File: config.mk
export PLATFORM = sky130hd
export DESIGN_NAME = br_comp_seq_flat
export DESIGN_NICKNAME = d
export VERILOG_FILES = /design/src/rtl/br_comp_seq_if.sv /design/src/rtl/br_comp_seq.sv /design/src/flat_wrapper.sv
export SDC_FILE = /design/constraint.sdc
export NUM_CORES = 1
export LEC_CHECK = 0
export ABC_CLOCK_PERIOD_IN_PS = 2150
export CAP_MARGIN = 0
export CELL_PAD_IN_SITES_DETAIL_PLACEMENT = 1
export CELL_PAD_IN_SITES_GLOBAL_PLACEMENT = 1
export CORE_ASPECT_RATIO = 0.5
export CORE_MARGIN = 4
export CORE_UTILIZATION = 38
export CTS_BUF_LIST = sky130_fd_sc_hd__clkbuf_4 sky130_fd_sc_hd__clkbuf_8
export CTS_CLUSTER_DIAMETER = 120
export DETAILED_ROUTE_END_ITERATION = 8
export PLACE_DENSITY = 0.81
export SLEW_MARGIN = 20
export SYNTH_ARGS = -nofsm -noshare
export SYNTH_HDL_FRONTEND = slang
export SYNTH_SLANG_ARGS = --single-unit
File: constraint.sdc
create_clock -name clk -period 2.15 [get_ports clk]
set_input_delay 0.43 -clock clk [delete_from_list [all_inputs] [get_ports clk]]
set_output_delay 0.43 -clock clk [all_outputs]
set_load 0.01 [all_outputs]
File: src/rtl/br_comp_seq_if.sv
// rtl/br_comp_seq_if.sv - request/result bundle between the branch unit and br_comp_seq
interface br_comp_seq_if #(
    parameter int DATA_WIDTH = 32
);
    logic                  start;
    logic                  flush;
    logic [DATA_WIDTH-1:0] br_in_1;
    logic [DATA_WIDTH-1:0] br_in_2;
    logic [2:0]            funct3;
    logic                  busy;
    logic                  done;
    logic                  BrEq;
    logic                  BrLt;
    logic                  BrTaken;
    logic                  illegal;

    modport master (
        output start, flush, br_in_1, br_in_2, funct3,
        input  busy, done, BrEq, BrLt, BrTaken, illegal
    );

    modport slave (
        input  start, flush, br_in_1, br_in_2, funct3,
        output busy, done, BrEq, BrLt, BrTaken, illegal
    );
endinterface

File: src/rtl/br_comp_seq.sv
// rtl/br_comp_seq.sv - slice-serial RV32 branch comparator, MSB slice first, early exit
module br_comp_seq #(
    parameter int DATA_WIDTH  = 32,
    parameter int SLICE_WIDTH = 8
) (
    input  logic          clk,
    input  logic          rst,
    br_comp_seq_if.slave  bus
);
    localparam int NUM_SLICES = DATA_WIDTH / SLICE_WIDTH;
    localparam int IDX_W      = (NUM_SLICES > 1) ? $clog2(NUM_SLICES) : 1;
    localparam logic [IDX_W-1:0] LAST_IDX = IDX_W'(NUM_SLICES - 1);

    typedef enum logic [1:0] {
        ST_IDLE = 2'd0,
        ST_CMP  = 2'd1,
        ST_DONE = 2'd2
    } state_t;

    state_t r_state;
    state_t w_state_next;

    // Latched request; operands shift left one slice per step so the
    // slice under test always sits in the top SLICE_WIDTH bits.
    logic [DATA_WIDTH-1:0]  r_op1;
    logic [DATA_WIDTH-1:0]  r_op2;
    logic [2:0]             r_funct3;
    logic [IDX_W-1:0]       r_idx;

    logic                   r_eq;
    logic                   r_lt;
    logic                   r_taken;
    logic                   r_illegal;

    logic                   w_accept;
    logic                   w_finish;
    logic                   w_step;
    logic                   w_flip;
    logic [SLICE_WIDTH-1:0] w_flip_mask;
    logic [SLICE_WIDTH-1:0] w_s1;
    logic [SLICE_WIDTH-1:0] w_s2;
    logic                   w_slice_eq;
    logic                   w_slice_lt;
    logic                   w_res_taken;
    logic                   w_res_illegal;

    // Signed compare of the top slice is an unsigned compare with the sign bit inverted.
    assign w_flip      = ~r_funct3[1] && (r_idx == LAST_IDX);
    assign w_flip_mask = SLICE_WIDTH'(w_flip) << (SLICE_WIDTH - 1);
    assign w_s1        = r_op1[DATA_WIDTH-1 -: SLICE_WIDTH] ^ w_flip_mask;
    assign w_s2        = r_op2[DATA_WIDTH-1 -: SLICE_WIDTH] ^ w_flip_mask;
    assign w_slice_eq  = (w_s1 == w_s2);
    assign w_slice_lt  = (w_s1 < w_s2);

    // Branch decision from the latched funct3 and the result about to be registered.
    always_comb begin
        w_res_taken   = 1'b0;
        w_res_illegal = 1'b0;
        case (r_funct3)
            3'b000:         w_res_taken = w_slice_eq;
            3'b001:         w_res_taken = ~w_slice_eq;
            3'b100, 3'b110: w_res_taken = ~w_slice_eq & w_slice_lt;
            3'b101, 3'b111: w_res_taken = ~(~w_slice_eq & w_slice_lt);
            default:        w_res_illegal = 1'b1;
        endcase
    end

    // Next-state logic; flush outranks start and completion.
    always_comb begin
        w_state_next = r_state;
        w_accept     = 1'b0;
        w_finish     = 1'b0;
        w_step       = 1'b0;
        case (r_state)
            ST_IDLE, ST_DONE: begin
                if (bus.flush) begin
                    w_state_next = ST_IDLE;
                end else if (bus.start) begin
                    w_state_next = ST_CMP;
                    w_accept     = 1'b1;
                end else begin
                    w_state_next = ST_IDLE;
                end
            end
            ST_CMP: begin
                if (bus.flush) begin
                    w_state_next = ST_IDLE;
                end else if (!w_slice_eq || (r_idx == '0)) begin
                    w_state_next = ST_DONE;
                    w_finish     = 1'b1;
                end else begin
                    w_step       = 1'b1;
                end
            end
            default: w_state_next = ST_IDLE;
        endcase
    end

    // State register.
    always_ff @(posedge clk) begin
        if (rst) begin
            r_state <= ST_IDLE;
        end else begin
            r_state <= w_state_next;
        end
    end

    // Operand latch/shift and result registers; results persist until the next completion.
    always_ff @(posedge clk) begin
        if (rst) begin
            r_op1     <= '0;
            r_op2     <= '0;
            r_funct3  <= '0;
            r_idx     <= '0;
            r_eq      <= 1'b0;
            r_lt      <= 1'b0;
            r_taken   <= 1'b0;
            r_illegal <= 1'b0;
        end else begin
            if (w_accept) begin
                r_op1    <= bus.br_in_1;
                r_op2    <= bus.br_in_2;
                r_funct3 <= bus.funct3;
                r_idx    <= LAST_IDX;
            end else if (w_step) begin
                r_op1    <= r_op1 << SLICE_WIDTH;
                r_op2    <= r_op2 << SLICE_WIDTH;
                r_idx    <= r_idx - 1'b1;
            end
            if (w_finish) begin
                r_eq      <= w_slice_eq;
                r_lt      <= ~w_slice_eq & w_slice_lt;
                r_taken   <= w_res_taken;
                r_illegal <= w_res_illegal;
            end
        end
    end

    assign bus.busy    = (r_state == ST_CMP);
    assign bus.done    = (r_state == ST_DONE);
    assign bus.BrEq    = r_eq;
    assign bus.BrLt    = r_lt;
    assign bus.BrTaken = r_taken;
    assign bus.illegal = r_illegal;
endmodule
File: src/flat_wrapper.sv
// flat-port wrapper written by rule: the top's interface ports become plain ports
module br_comp_seq_flat 
#(
    parameter int DATA_WIDTH  = 32,
    parameter int SLICE_WIDTH = 8
)
  (clk, rst, bus_start, bus_flush, bus_br_in_1, bus_br_in_2, bus_funct3, bus_busy, bus_done, bus_BrEq, bus_BrLt, bus_BrTaken, bus_illegal);
  br_comp_seq_if #(.DATA_WIDTH(DATA_WIDTH)) bus_i ();
  input  logic clk;
  input  logic rst;
  input wire logic [$bits(bus_i.start)-1:0] bus_start;
  input wire logic [$bits(bus_i.flush)-1:0] bus_flush;
  input wire logic [$bits(bus_i.br_in_1)-1:0] bus_br_in_1;
  input wire logic [$bits(bus_i.br_in_2)-1:0] bus_br_in_2;
  input wire logic [$bits(bus_i.funct3)-1:0] bus_funct3;
  output wire logic [$bits(bus_i.busy)-1:0] bus_busy;
  output wire logic [$bits(bus_i.done)-1:0] bus_done;
  output wire logic [$bits(bus_i.BrEq)-1:0] bus_BrEq;
  output wire logic [$bits(bus_i.BrLt)-1:0] bus_BrLt;
  output wire logic [$bits(bus_i.BrTaken)-1:0] bus_BrTaken;
  output wire logic [$bits(bus_i.illegal)-1:0] bus_illegal;
  assign bus_i.start = bus_start;
  assign bus_i.flush = bus_flush;
  assign bus_i.br_in_1 = bus_br_in_1;
  assign bus_i.br_in_2 = bus_br_in_2;
  assign bus_i.funct3 = bus_funct3;
  assign bus_busy = bus_i.busy;
  assign bus_done = bus_i.done;
  assign bus_BrEq = bus_i.BrEq;
  assign bus_BrLt = bus_i.BrLt;
  assign bus_BrTaken = bus_i.BrTaken;
  assign bus_illegal = bus_i.illegal;
  br_comp_seq #(.DATA_WIDTH(DATA_WIDTH), .SLICE_WIDTH(SLICE_WIDTH)) u_core (.clk(clk), .rst(rst), .bus(bus_i));
endmodule
==> key figures, run 1 <==
Global route
  • Largest net degree at the start of global routing: 75
  • Initial antenna violation count: 0
  • Global-route wire length before repair: approximately 15 mm
  • Vias in the first global route: 2901
  • All-Layer GR Usage: 17.5%
  • GRT Residual Overflow: 0

Drt
  • DR pass1 iterations: 4
  • Met3 wire length: 385 µm
  • Met1 wire length: 4.60 mm
  • Drt wl/cell: 16.1 µm
  • Post-route ant nets: 0
  • Routed wire length: 9.12 mm
  • First DRT Iteration DRCs: 130
  • Top layer in use: met4
  • Via Count: 2942
  • Via/cell ratio: 5.21
  • Remaining DRCs: 0
  • Met2 wire length: 4.06 mm

Clock tree
  • H-tree levels: 3
  • Sink Count: 75
  • Hold buffers post-CTS: 0
  • Bufs on Longest Clock Path: 2
  • TritonCTS Buffers: 9
  • Root buffer cell: clkbuf_8
  • Clk_lat worst skew: ~0.35 ns
  • Reg clk slew, reported paths: approximately 0.070 ns
  • CTS tree: done

Die
  • Die Span Y: 75.5 µm
  • Die X: 143 µm
  • Initial Utilization: 39.3%
  • I/O pin count: between 70 and 80
  • # rows: 24
  • Core area: 8800 µm²
  • Die Area: 10800 µm²

Setup path
  • CP max-delay cell: dfxtp_1
  • RR Endpoint: u_core.r_op2[18]
  • Worst Path Buf+Inv: 2
  • CP Capture Type: flop
  • Worst endpoint data arrival time: 2.28 ns
  • Crit path cell chain: inv_1, ha_1, nand3_2, nor4_4, nand2_4, buf_12, mux2i_1, a211oi_1
  • R2R depth: 8
  • Max incr delay on CP: 0.36 ns
  • RR Startpoint: u_core.r_op2[30]
  • Worst setup path class: flop to flop
  • CP max FO: 27
  • CP delay by family, top: simple AND/OR/NAND/NOR gates
  • CP startpoint kind: flop
  • Crit path required time: 2.40 ns
  • Flop-to-flop setup slack: 0.12 ns

Run status
  • Status: finished, final reports clean

Cells and area
  • Final Util: between 50% and 60%
  • Nets: roughly 530
  • Layout fillers: between 1000 and 1500
  • Share of cells above drive strength 1: 8.48%
  • Antenna diodes: 0
  • Area delta synth->final: 30.5%

Power
  • Worst VDD drop: 0.000297 V
  • Pwr/cell area: between 600 and 700 nW/µm²
  • LEAKAGE: 1.98 nW
  • Tot Pwr: around 2.9 mW

Logic synthesis
  • Netlist cell types: 39
  • Seq/Total Area, Yosys: 43.4%
  • Synth warnings: 0
  • Avg Cell Area, Syn: 9.21 µm²
  • Post-Syn Instances: 376
  • Syn_nets: 456
  • Post-Syn Area: approximately 3500 µm²
  • Flops & latches, synth: 75

STA
  • Fin crit period: approximately 2.0 ns
  • Final period util: approximately 94%
  • Achievable Freq: 492 MHz
  • Final Skew: 0.00729 ns
  • Worst hold slack: 0.441 ns
  • Slew margin rel.: 47.2%
  • Worst Max-Slew Pin Slew: 0.792 ns
  • Fin. max-slew vios: 0
  • Final Hold Fails: 0
  • Final setup violation count: 0

Hold path
  • Hold Path Class: primary input to flop
  • Hold EP: u_core.bus.BrTaken
  • Worst hold path depth: 4
  • Worst hold start: rst

Placement
  • Placer Congestion: 0.818
  • PortBufs: 76
  • HPWL after DPL: around 6.5 mm

Run
  • MaxCap Viol Count: 0
[worst reg2reg max path, stage by stage, from the launching register on]
cell and delay, ns:
dfxtp_1 0.36, inv_1 0.06, ha_1 0.30, nand3_2 0.14, nor4_4 0.32, nand2_4 0.13, buf_12 0.19, mux2i_1 0.14
a211oi_1 0.27
[cell families after synthesis]
family                     synth area share (%)
xor gates and xnor gates                  0.723
DFF                                        43.4
adders and majority gates                  3.25
muxes                                      14.5
and+or+nand+nor                            15.9
buffers and inverters                      5.78
AOI/OAI and AO/OA                          16.5
[how the worst max path moves through the flow]
| stage | start | end | slack [ns] | cells after the start |
|---|---|---|---|---|
| final | u_core.r_op2[30] | u_core.r_op2[18] | 0.12 | 8 |
| after global routing | u_core.r_op2[29] | u_core.r_op1[13] | -0.02 | 8 |
| after CTS | u_core.r_op2[26] | u_core.r_op2[18] | 0.05 | 8 |
| after detailed placement | u_core.r_op2[27] | u_core.r_op2[18] | 0.02 | 8 |
| after global placement | bus_flush | u_core.bus.BrTaken | 0.13 | 6 |
| after floorplan | u_core.r_op2[27] | u_core.r_op2[31] | 0.25 | 9 |
[power by group]
part	internal (mW)	switching, mW
combinational	0.254	0.220
sequential	1.47	0.0616
clock	0.428	0.482
[layer usage]
layer / GRT usage, % / vias to the layer above
met5: 0 / -
met4: 4.21 / 0
met3: 5.27 / 8
met2: 27.5 / 44
met1: 24.0 / 1410
li1: - / 1480
[Yosys cell counts (all sizes together)]
library cell	count	share of area, %
nor2b	3	0.54
nor2	54	5.9
o21a	1	0.22
o2111ai	2	0.51
nor3	2	0.29
or4b	1	0.29
dfxtp	75	43
or2	1	0.18
nor4bb	1	0.29
or4	1	0.22
o31ai	2	0.43
or3	1	0.18
mux2i	49	14
mux2	1	0.33
clkbuf	20	2.2
nand2b	2	0.36
nand2	25	2.9
ha	9	3.3
nor4	1	0.61
inv	11	1.2
a311oi	1	0.25
a31oi	1	0.18
xor2	1	0.47
a211oi	50	11
nand3	19	2.7
o21ai	1	0.14
buf	9	2.4
a21oi	26	3.8
or3b	2	0.51
xnor2	1	0.25
nand4	1	0.18
nor3b	2	0.72
[registers in the layout, indices dropped and copies added, names as in the netlist]
register            count
u_core.bus.BrLt         1
u_core.r_op2           32
u_core.bus.illegal      1
u_core.bus.BrTaken      1
u_core.bus.BrEq         1
u_core.r_op1           32
u_core.r_idx            2
u_core.r_state          2
u_core.r_funct3         3
[metrics by stage]
stage | setup WS [ns] | cell area, µm² | setup TNS [ns] | instances
2_1_floorplan | 0.254 | 3460 | 0 | 376
3_3_place_gp | 0.129 | 4330 | 0 | 549
3_5_place_dp | 0.0246 | 4330 | 0 | 549
4_1_cts | 0.0489 | 4490 | 0 | 564
5_1_grt | -0.0190 | 4520 | -0.107 | 565
6_report | 0.118 | 4520 | 0 | 565
[layout by cell type, fill, tap and decap left out, types with 3 or more instances in the layout]
master	n
mux2i_1	49
inv_1	11
buf_4	7
dfxtp_1	75
buf_12	4
a211oi_2	4
nor2b_1	3
a21oi_1	26
nor2_1	54
nand2_1	24
nand3_1	18
clkdlybuf4s50_1	75
clkbuf_8	9
ha_1	9
a211oi_1	46
[area by class of cell]
class	count	area (µm²)	area share (%)
clock buffers	11	139	3.07
clock inverters	3	17.5	0.388
inverters	11	41.3	0.914
multi-input cells	261	1780	39.5
flip-flops and latches	75	1500	33.2
well taps	117	146	3.24
repair buffers	87	888	19.7
[timing repair]
| item | 4_1_cts | 5_1_grt |
|---|---|---|
| endpoints found under the hold margin | 0 | 0 |
| resized for setup | 0 | 5 |
| pin swaps | 2 | 3 |
| gates cloned | 0 | 0 |
| setup buffers | 1 | 1 |
| setup endpoints to repair | 2 | 27 |
No activity file was read; power rests on OpenSTA's default activity.
==> run 2, diff against run 1 <==
- ABC_CLOCK_PERIOD_IN_PS: 2150 -> 1950
- CORE_UTILIZATION: 38 -> 39
- PLACE_DENSITY: 0.81 -> 0.83
- SLEW_MARGIN: 20 -> 10
- clock period: 2.15 -> 1.95 ns (I/O delays scaled with it)
==> key figures, run 2 (synthesized netlist as in run 1, its figures left out) <==
Hold path
  • Worst hold start: u_core.r_op2[4]
  • Hold Path Class: flop to flop
  • Worst hold path depth: 2 (-2)
  • Hold EP: u_core.r_op2[4]

Power
  • Pwr/cell area: 752 nW/µm² (+16%)
  • Internal power: 2.75 mW (+27%)
  • LEAKAGE: 2.15 nW (+8.9%)
  • Clock power frac: 37.0% (+5.8 points)
  • Sw Pwr: 1.09 mW (+43%)
  • Worst VDD drop: 0.000400 V (+34%)
  • Comb power frac: 18.2% (+2.0 points)
  • Sw frac: 28.5% (+2.3 points)
  • Sequential Power Share: 44.8% (-7.8 points)

Cells and area
  • Most common cell after layout, fill and taps aside: clkdlybuf4s50_1
  • Layout fillers: 893 (-13%)
  • Commonest non-fill, non-tap cells in the layout: clkdlybuf4s50_1, dfxtp_1, nor2_1, mux2i_1, a211oi_1
  • Top flop regs: u_core.r_op1 (32), u_core.r_op2 (32), u_core.r_funct3 (3)
  • Nets: 547 (+4.2%)
  • Share of cells above drive strength 1: 24.8% (+16 points)
  • Area delta synth->final: 47.5%
  • Antenna diodes: 0 (unchanged)

Run status
  • Status: finished, violations left
  • Failing checks: negative setup slack

Setup path
  • CP Capture Type: flop
  • RR Startpoint: u_core.r_idx[0]
  • CP max-delay cell: dfxtp_1
  • Worst endpoint data arrival time: 2.45 ns (+0.17 ns)
  • Flop-to-flop setup slack: -0.24 ns (-0.36 ns)
  • R2R depth: 7 (-1)
  • Crit path required time: 2.21 ns (-0.19 ns)
  • Worst setup path class: flop to flop
  • Crit path cell chain: inv_1, ha_1, nor4_4, nand2_4, buf_6, mux2i_2, a211oi_2
  • RR Endpoint: u_core.r_op1[11]
  • CP startpoint kind: flop
  • CP max FO: 13 (-52%)
  • Max incr delay on CP: 0.41 ns (+0.05 ns)

Placement
  • PortBufs: 76 (unchanged)
  • HPWL after DPL: 7.22 mm (+11%)
  • Post-place setup slack: -0.0937 ns (-0.118 ns)
  • Placer Congestion: 0.851 (+4.0%)

Drt
  • Post-route ant nets: 0 (unchanged)
  • First DRT Iteration DRCs: 230 (+77%)
  • DR pass1 iterations: 5 (+1)
  • Remaining DRCs: 0 (unchanged)
  • Via/cell ratio: 5.74 (+10%)
  • Routed wire length: 14.0 mm (+53%)
  • Drt wl/cell: 23.9 µm (+48%)
  • Via Count: 3353 (+14%)

STA
  • Worst Max-Slew Pin Slew: 0.668 ns (-0.124 ns)
  • Final Worst Setup Slack: -0.238 ns (-0.356 ns)
  • Final Skew: 0.0160 ns (+0.00866 ns)
  • RSZ-0062 raised after global routing: yes
  • Worst hold slack: 0.471 ns (+0.0300 ns)
  • Slew margin rel.: 55.5% (+8.3 points)
  • Final Hold Fails: 0 (unchanged)
  • Final period util: 112% (+18 points)
  • Achievable Freq: 457 MHz (-7.1%)
  • Fin. max-slew vios: 0 (unchanged)
  • Fin crit period: 2.19 ns (+0.156 ns)
  • Final setup violation count: 59 (+59)

Global route
  • Largest net degree at the start of global routing: 58 (-23%)
  • Global-route wire length before repair: 20.4 mm (+40%)
  • GRT Residual Overflow: 0 (unchanged)
  • Vias in the first global route: 3590 (+24%)
  • Initial antenna violation count: 0 (unchanged)
  • All-Layer GR Usage: 25.4% (+7.9 points)

Die
  • Die X: 141 µm (-1.2%)
  • I/O pin count: 77 (unchanged)
  • Die Area: 10500 µm² (-2.4%)
  • # rows: 23 (-4.2%)
  • Initial Utilization: 41.6% (+2.3 points)
  • Die Span Y: 74.6 µm (-1.2%)
  • Core area: 8320 µm² (-5.5%)

Clock tree
  • CTS tree: done
  • TritonCTS Buffers: 9 (unchanged)
  • Reg clk slew, reported paths: 0.09 ns (+0.02 ns)
  • Bufs on Longest Clock Path: 2 (unchanged)
  • Root buffer cell: clkbuf_8
  • Sink Count: 75 (unchanged)
  • H-tree levels: 3 (unchanged)
  • Clk_lat worst skew: 0.37 ns (+0.02 ns)

Run
  • MaxCap Viol Count: 0 (unchanged)
[run 2: cell type report]
class	count	area, µm²	share of cell area [%]
Tap cell	112	140	2.74
Inverter	11	43.8	0.857
Clock inverter	6	87.6	1.71
Sequential cell	75	1510	29.6
Timing Repair Buffer	109	1150	22.6
Clock buffer	10	138	2.69
Multi-Input combinational cell	261	2030	39.8
[run 2: worst max path at each step]
stage,startpoint,to,slack (ns),cells past startpoint
2_1_floorplan,u_core.r_op2[27],u_core.r_op2[31],0.05,9
3_3_place_gp,bus_flush,u_core.r_op2[19],-0.01,6
3_5_place_dp,bus_flush,u_core.r_op1[18],-0.09,7
4_1_cts,u_core.r_op2[26],u_core.r_op1[24],-0.10,9
5_1_grt,u_core.r_idx[0],u_core.r_op2[23],-0.28,7
6_report,u_core.r_idx[0],u_core.r_op1[11],-0.24,7
[run 2: power groups by stage]
| stage | combinational (mW) | clock, mW | sequential, mW |
|---|---|---|---|
| global placement | 0.517 | 0 | 1.72 |
| detailed placement | 0.548 | 0 | 1.73 |
| CTS | 0.607 | 1.40 | 1.70 |
| finish | 0.701 | 1.42 | 1.72 |
| floorplan | 0.281 | 0 | 1.70 |
| global route | 0.746 | 1.49 | 1.73 |
[run 2: stage by stage]
step                std cells  instance area [µm²]  TNS, ns  total power [mW]  utilization [%]
global route              584                 5110   -10.48              3.96             61.4
floorplan                 376                 3460        0              1.98                -
global placement          552                 4390  -0.0189              2.24             52.8
CTS                       582                 4930    -3.26              3.71             59.3
finish                    584                 5110    -7.28              3.84             61.4
detailed placement        552                 4390    -1.69              2.28             52.8
[run 2: what timing repair did]
action / CTS / global route
endpoints found under the setup margin: 51 / 72
pin swaps: 53 / 16
cloned: 3 / 0
resized for setup: 35 / 43
hold buffers: 0 / 0
hold endpoints to repair: 0 / 0
setup buffers: 12 / 5
[run 2: metal layers]
layer	up-vias	part of all wire [%]	global-route usage (%)
li1	1521	-	-
met1	1658	41	30.9
met2	125	49	44.4
met3	49	5.6	6.66
met4	0	4.3	9.34
met5	-	0	0
[run 2: critical path, delay by kind of cell (launching register included)]
| kind | cells | cell delay [ns] |
|---|---|---|
| adders and majority gates | 1 | 0.30 |
| buffers and inverters | 2 | 0.32 |
| AOI/OAI and AO/OA | 1 | 0.33 |
| DFF | 1 | 0.41 |
| muxes | 1 | 0.19 |
| and+or+nand+nor | 2 | 0.52 |
==> run 3, diff against run 2 <==
--- a/config.mk
+++ b/config.mk
@@ -13,5 +13,5 @@
 export CORE_MARGIN = 4
 export CORE_UTILIZATION = 39
-export CTS_BUF_LIST = sky130_fd_sc_hd__clkbuf_4 sky130_fd_sc_hd__clkbuf_8
+export CTS_BUF_LIST = sky130_fd_sc_hd__clkbuf_4
 export CTS_CLUSTER_DIAMETER = 120
 export DETAILED_ROUTE_END_ITERATION = 8
==> constraint.sdc (replaced) <==
create_clock -name clk -period 1.95 [get_ports clk]
set_input_delay 0.39 -clock clk [delete_from_list [all_inputs] [get_ports clk]]
set_output_delay 0.39 -clock clk [all_outputs]
set_load 0.02 [all_outputs]
==> key figures, run 3 (synthesized netlist as in run 1, its figures left out) <==
Run status
  • Status: finished, violations left
  • Failing checks: negative setup slack

STA
  • Final Worst Setup Slack: -0.302 ns (-0.0648 ns)
  • Worst Max-Slew Pin Slew: 0.609 ns (-0.0588 ns)
  • Fin crit period: 2.25 ns (+0.0648 ns)
  • RSZ-0062 raised after global routing: yes
  • Final period util: 116% (+3.3 points)
  • Slew margin rel.: 59.4% (+3.9 points)
  • Setup TNS: -10.25 ns (-2.98 ns)
  • Achievable Freq: 444 MHz (-2.9%)
  • Final Skew: 0.0193 ns (+0.00335 ns)
  • Fin. max-slew vios: 0 (unchanged)
  • Final setup violation count: 68 (+15%)
  • Final Hold Fails: 0 (unchanged)

Placement
  • Placer Congestion: 0.851 (unchanged)
  • HPWL after DPL: 7.22 mm (unchanged)
  • Post-place setup slack: -0.0937 ns (unchanged)
  • PortBufs: 76 (unchanged)

Setup path
  • R2R depth: 8 (+1)
  • RR Endpoint: u_core.r_idx[1]
  • Worst setup path class: flop to flop
  • Crit path cell chain: inv_2, ha_4, nand4_1, nor4_4, nand2_4, buf_4, mux2_1, a21oi_1
  • CP max FO: 6 (-7)
  • RR Startpoint: u_core.r_op2[27]
  • CP startpoint kind: flop
  • CP Capture Type: flop
  • CP delay by family, top: simple AND/OR/NAND/NOR gates
  • Flop-to-flop setup slack: -0.30 ns (-0.06 ns)
  • Worst Path Buf+Inv: 2 (unchanged)
  • Crit path required time: 2.33 ns (+0.12 ns)
  • CP max-delay cell: dfxtp_2
  • Max incr delay on CP: 0.38 ns (-0.03 ns)
  • Worst endpoint data arrival time: 2.64 ns (+0.19 ns)

Die
  • Die X: 141 µm (unchanged)
  • I/O pin count: 77 (unchanged)
  • Initial Utilization: 41.6% (unchanged)
  • # rows: 23 (unchanged)
  • Die Area: 10500 µm² (unchanged)
  • Die Span Y: 74.6 µm (unchanged)
  • Core area: 8320 µm² (unchanged)

Cells and area
  • Multi-input gate area: 2010 µm² (-0.98%)
  • Most common cell after layout, fill and taps aside: clkdlybuf4s50_1
  • Antenna diodes: 0 (unchanged)
  • Commonest non-fill, non-tap cells in the layout: clkdlybuf4s50_1, dfxtp_1, nor2_1, mux2i_1, a211oi_1
  • Area delta synth->final: 46.7%
  • Layout fillers: 896 (+0.34%)
  • Top flop regs: u_core.r_op1 (32), u_core.r_op2 (32), u_core.r_funct3 (3)
  • Share of cells above drive strength 1: 23.6% (-1.2 points)
  • Nets: 550 (+0.55%)
  • Sequential cell area: 1510 µm² (unchanged)
  • Final Util: 61.1% (-0.35 points)

Drt
  • Via/cell ratio: 5.62 (-2.1%)
  • Via Count: 3299 (-1.6%)
  • Remaining DRCs: 0 (unchanged)
  • DR pass1 iterations: 4 (-1)
  • Drt wl/cell: 23.6 µm (-1.1%)
  • Routed wire length: 13.9 mm (-0.55%)
  • Post-route ant nets: 0 (unchanged)
  • First DRT Iteration DRCs: 231 (+0.43%)

Power
  • Sw frac: 30.0% (+1.5 points)
  • Sequential Power Share: 48.0% (+3.2 points)
  • Pwr/cell area: 704 nW/µm² (-6.5%)
  • LEAKAGE: 2.20 nW (+2.0%)
  • Internal power: 2.50 mW (-8.9%)
  • Worst VDD drop: 0.000305 V (-24%)
  • Comb power frac: 19.5% (+1.3 points)
  • Clock power frac: 32.5% (-4.5 points)
  • Sw Pwr: 1.07 mW (-2.2%)

Hold path
  • Worst hold path depth: 4 (+2)
  • Worst hold start: rst
  • Hold Path Class: primary input to flop
  • Hold EP: u_core.bus.BrTaken

Global route
  • Global-route wire length before repair: 19.1 mm (-6.0%)
  • GRT Residual Overflow: 0 (unchanged)
  • All-Layer GR Usage: 23.8% (-1.5 points)
  • Largest net degree at the start of global routing: 58 (unchanged)
  • Vias in the first global route: 3484 (-3.0%)
  • Initial antenna violation count: 0 (unchanged)

Clock tree
  • Clk_lat worst skew: 0.46 ns (+0.09 ns)
  • Bufs on Longest Clock Path: 2 (unchanged)
  • TritonCTS Buffers: 9 (unchanged)
  • Root buffer cell: clkbuf_4
  • CTS tree: done
  • Sink Count: 75 (unchanged)
  • H-tree levels: 3 (unchanged)
  • Reg clk slew, reported paths: 0.14 ns (+0.05 ns)

Run
  • MaxCap Viol Count: 0 (unchanged)
run 3: worst max-delay path by stage:
stage	startpoint	endpoint	slack, ns	cells past startpoint
3_5_place_dp	bus_flush	u_core.r_op1[18]	-0.09	7
3_3_place_gp	bus_flush	u_core.r_op2[19]	-0.01	6
2_1_floorplan	u_core.r_op2[27]	u_core.r_op2[31]	0.05	9
5_1_grt	u_core.r_op2[27]	u_core.r_op2[14]	-0.37	9
6_report	u_core.r_op2[27]	u_core.r_idx[1]	-0.30	8
4_1_cts	u_core.r_op2[26]	u_core.r_op2[3]	-0.11	9
run 3: metrics by stage:
stage	instances	hold slack (ns)	cell area, µm²	power (mW)
3_5_place_dp	552	0.462	4390	2.28
4_1_cts	581	0.353	4880	3.44
5_1_grt	587	0.359	5080	3.71
2_1_floorplan	376	0.447	3460	1.98
6_report	587	0.381	5080	3.57
3_3_place_gp	552	0.447	4390	2.24
run 3: cell type report:
type | count | share of cell area, %
Multi-Input combinational cell | 261 | 39.7
Sequential cell | 75 | 29.8
Timing Repair Buffer | 112 | 23.9
Tap cell | 112 | 2.76
Clock inverter | 7 | 1.80
Clock buffer | 9 | 1.33
Inverter | 11 | 0.813
run 3: power groups by stage:
stage | Combinational, mW | Clock (mW) | Sequential (mW)
floorplan | 0.282 | 0 | 1.70
global placement | 0.519 | 0 | 1.72
detailed placement | 0.551 | 0 | 1.73
CTS | 0.603 | 1.13 | 1.70
global route | 0.749 | 1.24 | 1.72
finish | 0.697 | 1.16 | 1.71
run 3: what timing repair did:
action / 4_1_cts / 5_1_grt
setup endpoints to repair: 52 / 71
gates cloned: 3 / 1
setup buffers: 10 / 5
gates resized for setup: 36 / 31
pin swaps: 28 / 11
hold buffers: 0 / 0
run 3: tightest hold or removal path: stages:
cell,delay [ns]
buf_2,0.12
a211oi_2,0.05
or4b_1,0.17
nand3_1,0.07
run 3: per-layer routing:
metal,vias up,track usage [%],part of all wire [%]
met5,-,0,0
met4,0,8.81,2.9
li1,1528,-,-
met1,1632,29.5,43
met2,108,41.1,50
met3,31,6.28,4.4
